$ cat src/rtl/pipe_ctrl_pkg.sv
`default_nettype none
// ============================================================================
// Module   : pipe_ctrl_pkg
// Brief    : Shared types and constants for the pipeline controller.
// Revision : 1.0
// ============================================================================

package pipe_ctrl_pkg;

  localparam int REG_ADDR_W      = 4;
  localparam int DEF_CNT_W       = 16;
  localparam int DEF_MEM_TIMEOUT = 255;
  localparam int WAIT_CNT_W      = 16;

  typedef enum logic [1:0] {
    RUN      = 2'd0,
    MEM_WAIT = 2'd1,
    ABORT    = 2'd2
  } ctrl_state_e;

  function automatic logic reg_match(
    input logic [REG_ADDR_W-1:0] src,
    input logic [REG_ADDR_W-1:0] dest,
    input logic                  dest_en
  );
    return dest_en & (src == dest);
  endfunction

endpackage : pipe_ctrl_pkg

`default_nettype wire

$ cat src/rtl/pipe_ctrl_unit_hazard.sv
`default_nettype none
// ============================================================================
// Module   : hazard_detect_unit
// Brief    : Combinational RAW compare between ID sources and in-flight
//            destinations. Build option: PIPE_CTRL_FWD_EN (load-use only).
// Revision : 1.0
// ============================================================================

module hazard_detect_unit
  import pipe_ctrl_pkg::*;
(
  input  logic                  id_valid,
  input  logic [REG_ADDR_W-1:0] id_src1,
  input  logic [REG_ADDR_W-1:0] id_src2,
  input  logic                  id_two_src,
  input  logic [REG_ADDR_W-1:0] exe_dest,
  input  logic                  exe_wb_en,
  input  logic                  exe_mem_r_en,
  input  logic [REG_ADDR_W-1:0] mem_dest,
  input  logic                  mem_wb_en,
  output logic                  raw
);

  logic w_match1;
  logic w_match2;

`ifdef PIPE_CTRL_FWD_EN
  // Forwarding covers ALU results; only a load in EXE cannot be bypassed.
  logic w_exe_load;
  logic w_unused_mem;

  assign w_exe_load   = exe_mem_r_en & exe_wb_en;
  assign w_match1     = reg_match(id_src1, exe_dest, w_exe_load);
  assign w_match2     = reg_match(id_src2, exe_dest, w_exe_load);
  assign w_unused_mem = ^{mem_dest, mem_wb_en};
`else
  logic w_unused_load;

  assign w_match1      = reg_match(id_src1, exe_dest, exe_wb_en)
                       | reg_match(id_src1, mem_dest, mem_wb_en);
  assign w_match2      = reg_match(id_src2, exe_dest, exe_wb_en)
                       | reg_match(id_src2, mem_dest, mem_wb_en);
  assign w_unused_load = exe_mem_r_en;
`endif

  assign raw = id_valid & (w_match1 | (id_two_src & w_match2));

endmodule : hazard_detect_unit

`default_nettype wire

$ cat src/rtl/pipe_ctrl_unit.sv
`default_nettype none
// ============================================================================
// Module   : pipe_ctrl_unit
// Brief    : Pipeline freeze/flush/bubble controller with data-memory wait
//            sequencing, timeout abort and saturating performance counters.
//            Build option: PIPE_CTRL_FWD_EN (forwarding-aware hazard compare).
// Revision : 1.0
// ============================================================================

module pipe_ctrl_unit
  import pipe_ctrl_pkg::*;
#(
  parameter int MEM_TIMEOUT = DEF_MEM_TIMEOUT,
  parameter int CNT_W       = DEF_CNT_W
) (
  input  logic                  clk,
  input  logic                  rst,
  input  logic                  id_valid,
  input  logic [REG_ADDR_W-1:0] id_src1,
  input  logic [REG_ADDR_W-1:0] id_src2,
  input  logic                  id_two_src,
  input  logic [REG_ADDR_W-1:0] exe_dest,
  input  logic                  exe_wb_en,
  input  logic                  exe_mem_r_en,
  input  logic [REG_ADDR_W-1:0] mem_dest,
  input  logic                  mem_wb_en,
  input  logic                  branch_taken,
  input  logic                  mem_req,
  input  logic                  mem_ready,
  output logic                  if_freeze,
  output logic                  id_bubble,
  output logic                  flush,
  output logic                  mem_freeze,
  output logic                  mem_abort,
  output logic                  timeout_err,
  output logic [CNT_W-1:0]      stall_cycles,
  output logic [CNT_W-1:0]      flush_count
);

  localparam logic [WAIT_CNT_W-1:0] C_TIMEOUT  = WAIT_CNT_W'(MEM_TIMEOUT);
  localparam logic [WAIT_CNT_W-1:0] C_WAIT_ONE = WAIT_CNT_W'(1);

  ctrl_state_e           state_q, state_d;
  logic [WAIT_CNT_W-1:0] wait_cnt_q, wait_cnt_d;
  logic                  timeout_err_q, timeout_err_d;
  logic [CNT_W-1:0]      stall_cycles_q, stall_cycles_d;
  logic [CNT_W-1:0]      flush_count_q, flush_count_d;

  logic w_raw;
  logic w_mem_freeze;
  logic w_flush;
  logic w_if_freeze;
  logic w_id_bubble;
  logic w_abort;

  hazard_detect_unit u_hazard (
    .id_valid     (id_valid),
    .id_src1      (id_src1),
    .id_src2      (id_src2),
    .id_two_src   (id_two_src),
    .exe_dest     (exe_dest),
    .exe_wb_en    (exe_wb_en),
    .exe_mem_r_en (exe_mem_r_en),
    .mem_dest     (mem_dest),
    .mem_wb_en    (mem_wb_en),
    .raw          (w_raw)
  );

  // Priority: memory freeze, then branch flush, then RAW stall.
  assign w_mem_freeze = ((state_q == RUN) || (state_q == MEM_WAIT)) & mem_req & ~mem_ready;
  assign w_abort      = (state_q == ABORT);
  assign w_flush      = branch_taken & ~w_mem_freeze & ~w_abort;
  assign w_if_freeze  = w_mem_freeze | (w_raw & ~branch_taken);
  assign w_id_bubble  = w_raw & ~branch_taken & ~w_mem_freeze;

  always_comb begin
    state_d       = state_q;
    wait_cnt_d    = wait_cnt_q;
    timeout_err_d = timeout_err_q;
    case (state_q)
      RUN: begin
        if (mem_req && !mem_ready) begin
          state_d    = MEM_WAIT;
          wait_cnt_d = C_WAIT_ONE;
        end
      end
      MEM_WAIT: begin
        if (mem_ready) begin
          state_d = RUN;
        end else if (wait_cnt_q == C_TIMEOUT) begin
          state_d       = ABORT;
          timeout_err_d = 1'b1;
        end else begin
          wait_cnt_d = wait_cnt_q + C_WAIT_ONE;
        end
      end
      ABORT:   state_d = RUN;
      default: state_d = RUN;
    endcase
  end

  always_comb begin
    stall_cycles_d = stall_cycles_q;
    flush_count_d  = flush_count_q;
    if (w_if_freeze && !(&stall_cycles_q)) begin
      stall_cycles_d = stall_cycles_q + CNT_W'(1);
    end
    if (w_flush && !(&flush_count_q)) begin
      flush_count_d = flush_count_q + CNT_W'(1);
    end
  end

  always_ff @(posedge clk or posedge rst) begin
    if (rst) begin
      state_q        <= RUN;
      wait_cnt_q     <= '0;
      timeout_err_q  <= 1'b0;
      stall_cycles_q <= '0;
      flush_count_q  <= '0;
    end else begin
      state_q        <= state_d;
      wait_cnt_q     <= wait_cnt_d;
      timeout_err_q  <= timeout_err_d;
      stall_cycles_q <= stall_cycles_d;
      flush_count_q  <= flush_count_d;
    end
  end

  // Controls are forced low for the whole reset window, not just after an edge.
  assign mem_freeze   = ~rst & w_mem_freeze;
  assign flush        = ~rst & w_flush;
  assign if_freeze    = ~rst & w_if_freeze;
  assign id_bubble    = ~rst & w_id_bubble;
  assign mem_abort    = ~rst & w_abort;
  assign timeout_err  = timeout_err_q;
  assign stall_cycles = stall_cycles_q;
  assign flush_count  = flush_count_q;

endmodule : pipe_ctrl_unit

`default_nettype wire

$ cat config.mk
export PLATFORM = sky130hd
export DESIGN_NAME = pipe_ctrl_unit
export DESIGN_NICKNAME = d
export VERILOG_FILES = /design/src/rtl/pipe_ctrl_pkg.sv /design/src/rtl/pipe_ctrl_unit_hazard.sv /design/src/rtl/pipe_ctrl_unit.sv
export SDC_FILE = /design/constraint.sdc
export NUM_CORES = 1
export LEC_CHECK = 0
export BUFFER_PORTS_ARGS = -buffer_cell sky130_fd_sc_hd__buf_2
export CORE_ASPECT_RATIO = 0.5
export CORE_UTILIZATION = 25
export DETAILED_ROUTE_END_ITERATION = 16
export GPL_TIMING_DRIVEN = 0
export PLACE_DENSITY = 0.46
export SLEW_MARGIN = 10
export SYNTH_ARGS = -nofsm -noshare
export SYNTH_HDL_FRONTEND = slang
export SYNTH_HIERARCHICAL = 1
export SYNTH_SLANG_ARGS = --single-unit
$ cat constraint.sdc
create_clock -name clk -period 2.1 [get_ports clk]
set_input_delay 0.21 -clock clk [delete_from_list [all_inputs] [get_ports clk]]
set_output_delay 0.21 -clock clk [all_outputs]
set_load 0.01 [all_outputs]
### Yosys cells after proc, flatten, opt, wreduce, memory -nomap -nowiden

Index checks and enable logic that the tools add are counted.

* logic and storage cells: 67
* bits of input ports: 26
* flip-flop bits (word level): 51

* add/subtract/negate cells: 3
* mux-type cells: 8
* equal/unequal tests: 11
* reductions and logical operators: 14
* bitwise operators: 26

Operators with widths (number)
* 16-bit by 1-bit adder with 16-bit output (second input constant): 3
* 16-bit two-way mux: 3
* 16-bit one-hot mux with 2 select lines: 1
* 16-bit AND reduction: 2
* 1-bit AND: 17
* 16-bit by 8-bit equality test with 1-bit output (second input constant): 1
* 4-bit equality test: 4
* 2-bit two-way mux: 3
* 1-bit inverter: 5
* 2-bit != test (second input constant): 2
* 1-bit OR: 4
* 2-bit one-hot mux with 2 select lines: 1
* 4-bit AND reduction: 1
* 1-bit logical AND: 3
* 1-bit logical NOT: 3
* 3-bit by 2-bit != test with 1-bit output (second input constant): 1
* 3-bit AND reduction: 1
* 2-bit by 1-bit equality test with 1-bit output (second input constant): 1
* 2-bit equality test (second input constant): 1
* 2-bit logical NOT: 1
* 2-bit by 1-bit != test with 1-bit output (second input constant): 1
* 2-bit AND reduction: 1
* 2-bit nonzero test: 1
* 1-bit logical OR: 1

### Logic depth before layout (Yosys ltp)

Gate-level depths: netlist (run 1).

* depth in word-level cells: 9
* depth in mapped cells: 8
* gate-level depth less buffers: 8

### Modules after synthesis

The synthesis (run 1) kept the hierarchy.

Modules (own cells, without submodules)
* pipe_ctrl_unit: area each 2692.6 sq um, times used 1, sequential area each 1276.2 sq um, cells each 276
* hazard_detect_unit: area each 193.9 sq um, times used 1, sequential area each 0.0 sq um, cells each 25

### Worst setup path after synthesis (run 1)

Ideal clock, no wire load.

* path kind: reg-to-reg
* start: register wait_cnt_q[11]
* end: register wait_cnt_q[8]
* path buffers: 1
* arrival time: 1.836 ns
* stages on the path, launching flop included: 6
* setup slack: 0.121 ns
* clock period less this slack: 1.979 ns
* data required time: 1.957 ns
* path through: dfrtp_1 -> or4_1 -> or4_4 -> buf_6 -> a31oi_1 -> a31oi_1

* word-level cells in the longest chain between the ends: 3

RTL lines
* start: declaration: RTL line pipe_ctrl_unit.sv:44 `logic [WAIT_CNT_W-1:0] wait_cnt_q, wait_cnt_d;`
* start signal: assignment: RTL line pipe_ctrl_unit.sv:122 `wait_cnt_q <= wait_cnt_d;`
* 16-bit by 8-bit equality test with 1-bit output: RTL line pipe_ctrl_unit.sv:90 `end else if (wait_cnt_q == C_TIMEOUT) begin`
* 2-bit != test (no source line)
* 4-bit AND reduction (no source line)

Every way passes these cells.
A chain may end at the register's enable or synchronous reset.

### Worst setup path in the final report (run 1)

* start: register wait_cnt_q[8]
* end: register wait_cnt_q[8]

* word-level cells in the longest chain between the ends: 4
* elaborated cells on any way between the ends: 7
* those cells by class: add/sub (1); eq/ne (2); mux (3); reduce/logical (1)

RTL lines
* 16-bit by 1-bit adder with 16-bit output: RTL line pipe_ctrl_unit.sv:94 `wait_cnt_d = wait_cnt_q + C_WAIT_ONE;`
* 16-bit two-way mux: RTL line pipe_ctrl_unit.sv:90
* 16-bit two-way mux: RTL line pipe_ctrl_unit.sv:88 `if (mem_ready) begin`
* 16-bit one-hot mux with 2 select lines: RTL line pipe_ctrl_unit.sv:80 `case (state_q)`

Several ways; a longest one is shown, not always the timed one. The select of a mux whose other input is x is not followed.

==> run_results.csv, run 1 <==
group,metric,value,unit
outcome,status,"finished clean",
logic_synthesis,synth_top_cell_area_share,44.2,%
floorplan,die_x,154,µm
logic_synthesis,synth_area_leader_cell,"dfrtp_1",
cells_and_area,drive_above_1_share,27.0,%
placed_design,gp_congestion,0.786,
timing,slew_headroom,48.9,%
clock_tree,clock_tree.root_cell,"clkbuf_16",
timing,finalSetupViolCount,0,
timing,fin_skew,0.00713,ns
clock_tree,cts_buffers,5,
timing,min_period,2.07,ns
clock_tree,insertion_delay,0.29,ns
cells_and_area,final_util,33.3,%
timing,layout_setup_ws,0.0305,ns
clock_tree,htree_levels,2,
detailed_routing,drt-total-wl,7.41,mm
grt,grt-ovfl-total,0,
detailed_routing,drt_iter0_drc,176,
floorplan,start_util,26.0,%
grt,grt_start_max_net_pins,30,
detailed_routing,avgViaCountPerCell,4.85,
logic_synthesis,synth_area_per_cell,9.59,µm²
grt,grt_pass1_wl,12.3,mm
setup_path,crit_path_start_kind,"register",
cells_and_area,syn2layout_area_growth,28.3,%
logic_synthesis,async_flop_share,100,%
grt,grt_usage,12.8,%
clock_tree,cts.sinks,51,
detailed_routing,vias,2539,
grt,grt_pass1_vias,2418,
timing,tightest_slew,0.761,ns
cells_and_area,final_area,3700,µm²
logic_synthesis,synth_cells,301,
floorplan,fp-row-count,27,
placed_design,portBuffers,62,
floorplan,die_y,78.0,µm
hold_path,hp-class,"input pin to async pin",
cells_and_area,nNetsFinal,406,
run,cap_violations,0,
logic_synthesis,syn_area,2890,µm²
logic_synthesis,ys.flop_type,"dfrtp_1",
timing,rsz0062_at_grt,"true",
placed_design,preCtsSetupSlack,-0.147,ns
logic_synthesis,yosysWarningCount,6,
timing,timing_hold_violations_final,0,
detailed_routing,drc_errors,0,
logic_synthesis,synth-edff-count,0,
setup_path,critPathRequiredTime,2.25,ns
placed_design,placed_cell_area,3400,µm²
logic_synthesis,syn_nets,330,
placed_design,hpwl,5.42,mm
setup_path,cp.arrival,2.22,ns
floorplan,boundaryPins,64,
floorplan,dieArea,12000,µm²
pwr,p_leak,1.66,nW
logic_synthesis,yosysUniqueCellTypes,42,
cells_and_area,n_antenna_cell,0,
detailed_routing,wl_per_cell,14.2,µm
clock_tree,path_clk_slew,0.07,ns
pwr,ir_worst_vdd,306,µV
setup_path,cp_max_fo,5,
setup_path,cp-end-kind,"register",
setup_path,path_class,"register to register",
timing,max_freq,0.483,GHz
logic_synthesis,yosysSeqAreaShare,44.2,%
cells_and_area,final_common_cell,"buf_2",
cells_and_area,mostFrequentLayoutCells,"buf_2, dfrtp_1, nand2_1",
logic_synthesis,ys_seq_elements,51,
floorplan,core,11100,µm²
clock_tree,clock_path_buffers,2,
timing,post-route-period-util,98.5,%
clock_tree,cts_tree,"done",
grt,antenna_found_initial,0,
detailed_routing,dr.pass1.iters,4,
timing,drv_slew,0,
pwr,finalPower,2.82,mW
logic_synthesis,synthTopCellsByArea,"dfrtp_1, xor2_1, xnor2_1",
pwr,power_density,762,nW/µm²
detailed_routing,ant_nets,0,
## cell type report
type | count | area [µm²]
flip-flops and latches | 51 | 1280
multi-input cells | 233 | 1610
plain buffers | 9 | 55.1
clock buffers | 8 | 156
inverters | 8 | 30.0
well taps | 145 | 181
fillers | 1150 | 7410
repair buffers | 69 | 393
## per-stage QoR
stage / instances / setup TNS, ns / hold slack, ns
floorplan: 301 / 0 / 0.278
global placement: 508 / -14.47 / 0.452
detailed placement: 509 / -0.396 / 0.408
CTS: 519 / 0 / 0.0904
global route: 523 / -0.165 / 0.128
finish: 523 / 0 / 0.0618
## state kept, by name, summed over array words and instances, names as in the netlist
register	cells
flush_count	16
stall_cycles	16
state_q	2
timeout_err	1
wait_cnt_q	16
## final timing paths
check,startpoint,end,slack [ns],cells after the start
worst min-delay path,rst,wait_cnt_q[4]$_DFFE_PP0P_,0.06,2
worst max-delay path,wait_cnt_q[8]$_DFFE_PP0P_,wait_cnt_q[8]$_DFFE_PP0P_,0.03,5
worst max register to register,wait_cnt_q[8]$_DFFE_PP0P_,wait_cnt_q[8]$_DFFE_PP0P_,0.03,5
min in group clk,mem_ready,state_q[1]$_DFFE_PP0P_,0.17,2
worst min register to register,timeout_err$_DFFE_PP0P_,timeout_err$_DFFE_PP0P_,0.46,1
max in group asynchronous,rst,wait_cnt_q[8]$_DFFE_PP0P_,1.47,3
## synthesized netlist by cell type, types with 3 or more instances
library cell	count
a31oi_1	20
nand2_1	28
nand4_1	9
clkbuf_1	6
dfrtp_1	51
a21oi_1	6
xor2_1	25
nand2b_1	3
or3_1	4
nand3_1	13
o211ai_1	8
and3_1	6
a41oi_1	3
or2_2	4
o21a_1	3
inv_1	8
xnor2_1	18
a21o_1	3
ha_1	3
nor3_1	14
mux2_2	4
and4_1	3
nor4_1	12
o21ai_0	8
nor2_1	14
or4_1	3
## metal layers
layer	wire, µm	GRT usage, %	vias up
li1	-	-	1279
met1	3770	17.8	1205
met5	0	0	-
met3	272	2.57	4
met2	3330	20.5	51
met4	38	2.40	0
## cell families (layout without fill, tap and decap cells)
kind of cell | Yosys count | in the layout | synth area share, %
flops | 51 | 51 | 44.2
simple gates | 120 | 120 | 22.1
buf+inv | 17 | 94 | 2.77
mux | 5 | 5 | 1.91
compound gates | 62 | 62 | 14.7
fa+ha+maj | 3 | 3 | 1.30
xor+xnor | 43 | 43 | 13.0
## power breakdown
part           total [mW]  switching (mW)  internal (mW)
Sequential           1.33           0.202           1.13
Clock               0.866           0.357          0.508
Combinational       0.626           0.328          0.298
Total                2.82           0.888           1.93
## critical path, stage by stage, from the launching register on
cell and delay [ns]:
dfrtp_2 0.43, or4_4 0.53, or4_4 0.61, buf_8 0.17, a31oi_1 0.13, a31oi_1 0.06
## repair_timing
| item | in CTS | in global routing |
|---|---|---|
| gates resized for setup | 5 | 9 |
| hold buffers | 0 | 0 |
| setup endpoints to repair | 11 | 12 |
| gates cloned | 0 | 1 |
| hold endpoints to repair | 0 | 0 |
| pin swaps | 1 | 3 |
| setup buffers | 2 | 3 |
(Power assumes the default switching activity.)
==> inputs of run 2 (changes only) <==
--- a/config.mk
+++ b/config.mk
@@ -7,10 +7,10 @@
 export LEC_CHECK = 0
 export BUFFER_PORTS_ARGS = -buffer_cell sky130_fd_sc_hd__buf_2
 export CORE_ASPECT_RATIO = 0.5
-export CORE_UTILIZATION = 25
+export CORE_UTILIZATION = 49
 export DETAILED_ROUTE_END_ITERATION = 16
 export GPL_TIMING_DRIVEN = 0
-export PLACE_DENSITY = 0.46
+export PLACE_DENSITY = 0.78
 export SLEW_MARGIN = 10
 export SYNTH_ARGS = -nofsm -noshare
 export SYNTH_HDL_FRONTEND = slang
==> run_results.csv, run 2 (synthesis results as in run 1) <==
group,metric,value,unit
floorplan,start_util,51.7,%
timing,rsz0062_at_grt,"true",
timing,post-route-period-util,98.8,%
floorplan,die_y,56.3,µm
cells_and_area,nNetsFinal,405,
placed_design,portBuffers,62,
floorplan,die_x,111,µm
timing,tightest_slew,0.703,ns
placed_design,hpwl,4.96,mm
clock_tree,clock_tree.root_cell,"clkbuf_16",
setup_path,critical_path.top_delay_family,"simple AND/OR/NAND/NOR gates",
setup_path,critPathRequiredTime,2.25,ns
grt,grt-ovfl-total,0,
cells_and_area,fin_cells,450,
run,cap_violations,0,
timing,slew_headroom,52.8,%
detailed_routing,drt-total-wl,7.02,mm
cells_and_area,mostFrequentLayoutCells,"buf_2, dfrtp_1, nand2_1",
timing,finalSetupViolCount,0,
setup_path,critical-path-max-stage-delay,0.58,ns
outcome,violations,"negative hold slack",
detailed_routing,vias,2711,
timing,min_period,2.08,ns
pwr,p_leak,1.63,nW
cells_and_area,final_common_cell,"buf_2",
cells_and_area,final_util,63.3,%
timing,fin_skew,0.00845,ns
hold_path,hp-class,"input pin to async pin",
placed_design,placed_cell_area,3310,µm²
detailed_routing,dr.pass1.iters,5,
cells_and_area,drive_above_1_share,26.8,%
grt,grt_pass1_wl,11.8,mm
grt,grt_pass1_vias,2504,
pwr,finalPower,2.74,mW
setup_path,crit_path_start_kind,"register",
detailed_routing,dr_wl_met2,3.48,mm
detailed_routing,highest_layer,"met4",
detailed_routing,drt_iter0_drc,144,
setup_path,cp.arrival,2.23,ns
grt,grt_usage,23.6,%
cells_and_area,syn2layout_area_growth,22.5,%
setup_path,cp_slowest_cell,"or4_4",
detailed_routing,wl_per_cell,15.6,µm
setup_path,cp_max_fo,10,
setup_path,cp_cell_sequence,"or4_4, or4_4, buf_8, a31oi_2, a31oi_1",
clock_tree,path_clk_slew,0.07,ns
setup_path,cp_common_cell,"or4_4",
clock_tree,cts.sinks,51,
placed_design,gp_congestion,0.887,
clock_tree,clock_path_buffers,2,
grt,antenna_found_initial,0,
outcome,status,"finished with violations",
cells_and_area,multi_input_area,1570,µm²
timing,drv_slew,0,
clock_tree,insertion_delay,0.29,ns
cells_and_area,final_area,3530,µm²
floorplan,core,5590,µm²
grt,grt_start_max_net_pins,32,
cells_and_area,register_area,1280,µm²
floorplan,fp-row-count,19,
pwr,ir_worst_vdd,440,µV
detailed_routing,avgViaCountPerCell,6.02,
clock_tree,cts_buffers,5,
timing,tns,0,ns
cells_and_area,n_fill_cell,457,
timing,hold_ws,-0.00874,ns
detailed_routing,drc_errors,0,
timing,timing_hold_violations_final,7,
placed_design,dp_cells,437,
detailed_routing,ant_nets,0,
floorplan,boundaryPins,64,
detailed_routing,met1Wirelength,3.07,mm
cells_and_area,n_antenna_cell,0,
setup_path,path_buf_inv,1,
clock_tree,cts_tree,"done",
detailed_routing,wl_met3,406,µm
setup_path,cp-end-kind,"register",
pwr,power_density,776,nW/µm²
floorplan,dieArea,6220,µm²
timing,max_freq,0.482,GHz
setup_path,path_class,"register to register",
clock_tree,htree_levels,2,
run 2: repair_timing:
action                                  4_1_cts  5_1_grt
gates resized for setup                       5        8
endpoints found under the setup margin       11       21
hold buffers                                  0        0
pin swaps                                     1        2
setup buffers                                 1        4
run 2: power by group:
group	switching, mW	internal (mW)	leakage [nW]
registers	0.192	1.13	0.675
clock network	0.356	0.440	0.0669
logic	0.335	0.292	0.885
total	0.883	1.86	1.63
run 2: final timing paths:
check / slack [ns] / depth (start not counted) / start / endpoint
worst max-delay path: 0.02 / 5 / wait_cnt_q[11]$_DFFE_PP0P_ / wait_cnt_q[8]$_DFFE_PP0P_
worst min-delay path: -0.009 / 2 / rst / stall_cycles[1]$_DFFE_PP0P_
worst max register to register: 0.02 / 5 / wait_cnt_q[11]$_DFFE_PP0P_ / wait_cnt_q[8]$_DFFE_PP0P_
worst min register to register: 0.46 / 1 / timeout_err$_DFFE_PP0P_ / timeout_err$_DFFE_PP0P_
max in group asynchronous: 1.58 / 3 / rst / wait_cnt_q[11]$_DFFE_PP0P_
min in group clk: 0.15 / 2 / mem_ready / state_q[1]$_DFFE_PP0P_
run 2: final cells by class:
cell class	instances	share of cell area, %
tap	73	2.58
clock buffer	6	3.65
inverter	8	0.850
clock inverter	2	0.354
buffer	9	1.56
sequential	51	36.1
multi-input combinational	233	44.5
timing repair buffer	68	10.4
run 2: routing by layer:
layer  up-vias  track usage, %
met5         -               0
met2       103            40.5
li1       1271               -
met4         0            7.62
met1      1328            30.5
met3         9            4.86
run 2: per-stage QoR:
stage | hold slack (ns) | setup slack (ns)
finish | -0.00874 | 0.0242
global route | 0.0320 | -0.0412
CTS | 0.00487 | 0.00310
detailed placement | 0.319 | -0.0804
global placement | 0.443 | -0.0156
floorplan | 0.278 | 0.121
run 2: worst register-to-register path: cells and delay by family, from the launching register on:
kind	cells	cell delay [ns]
AOI/OAI and AO/OA	2	0.23
buffers and inverters	1	0.17
DFF	1	0.41
and+or+nand+nor	2	1.13
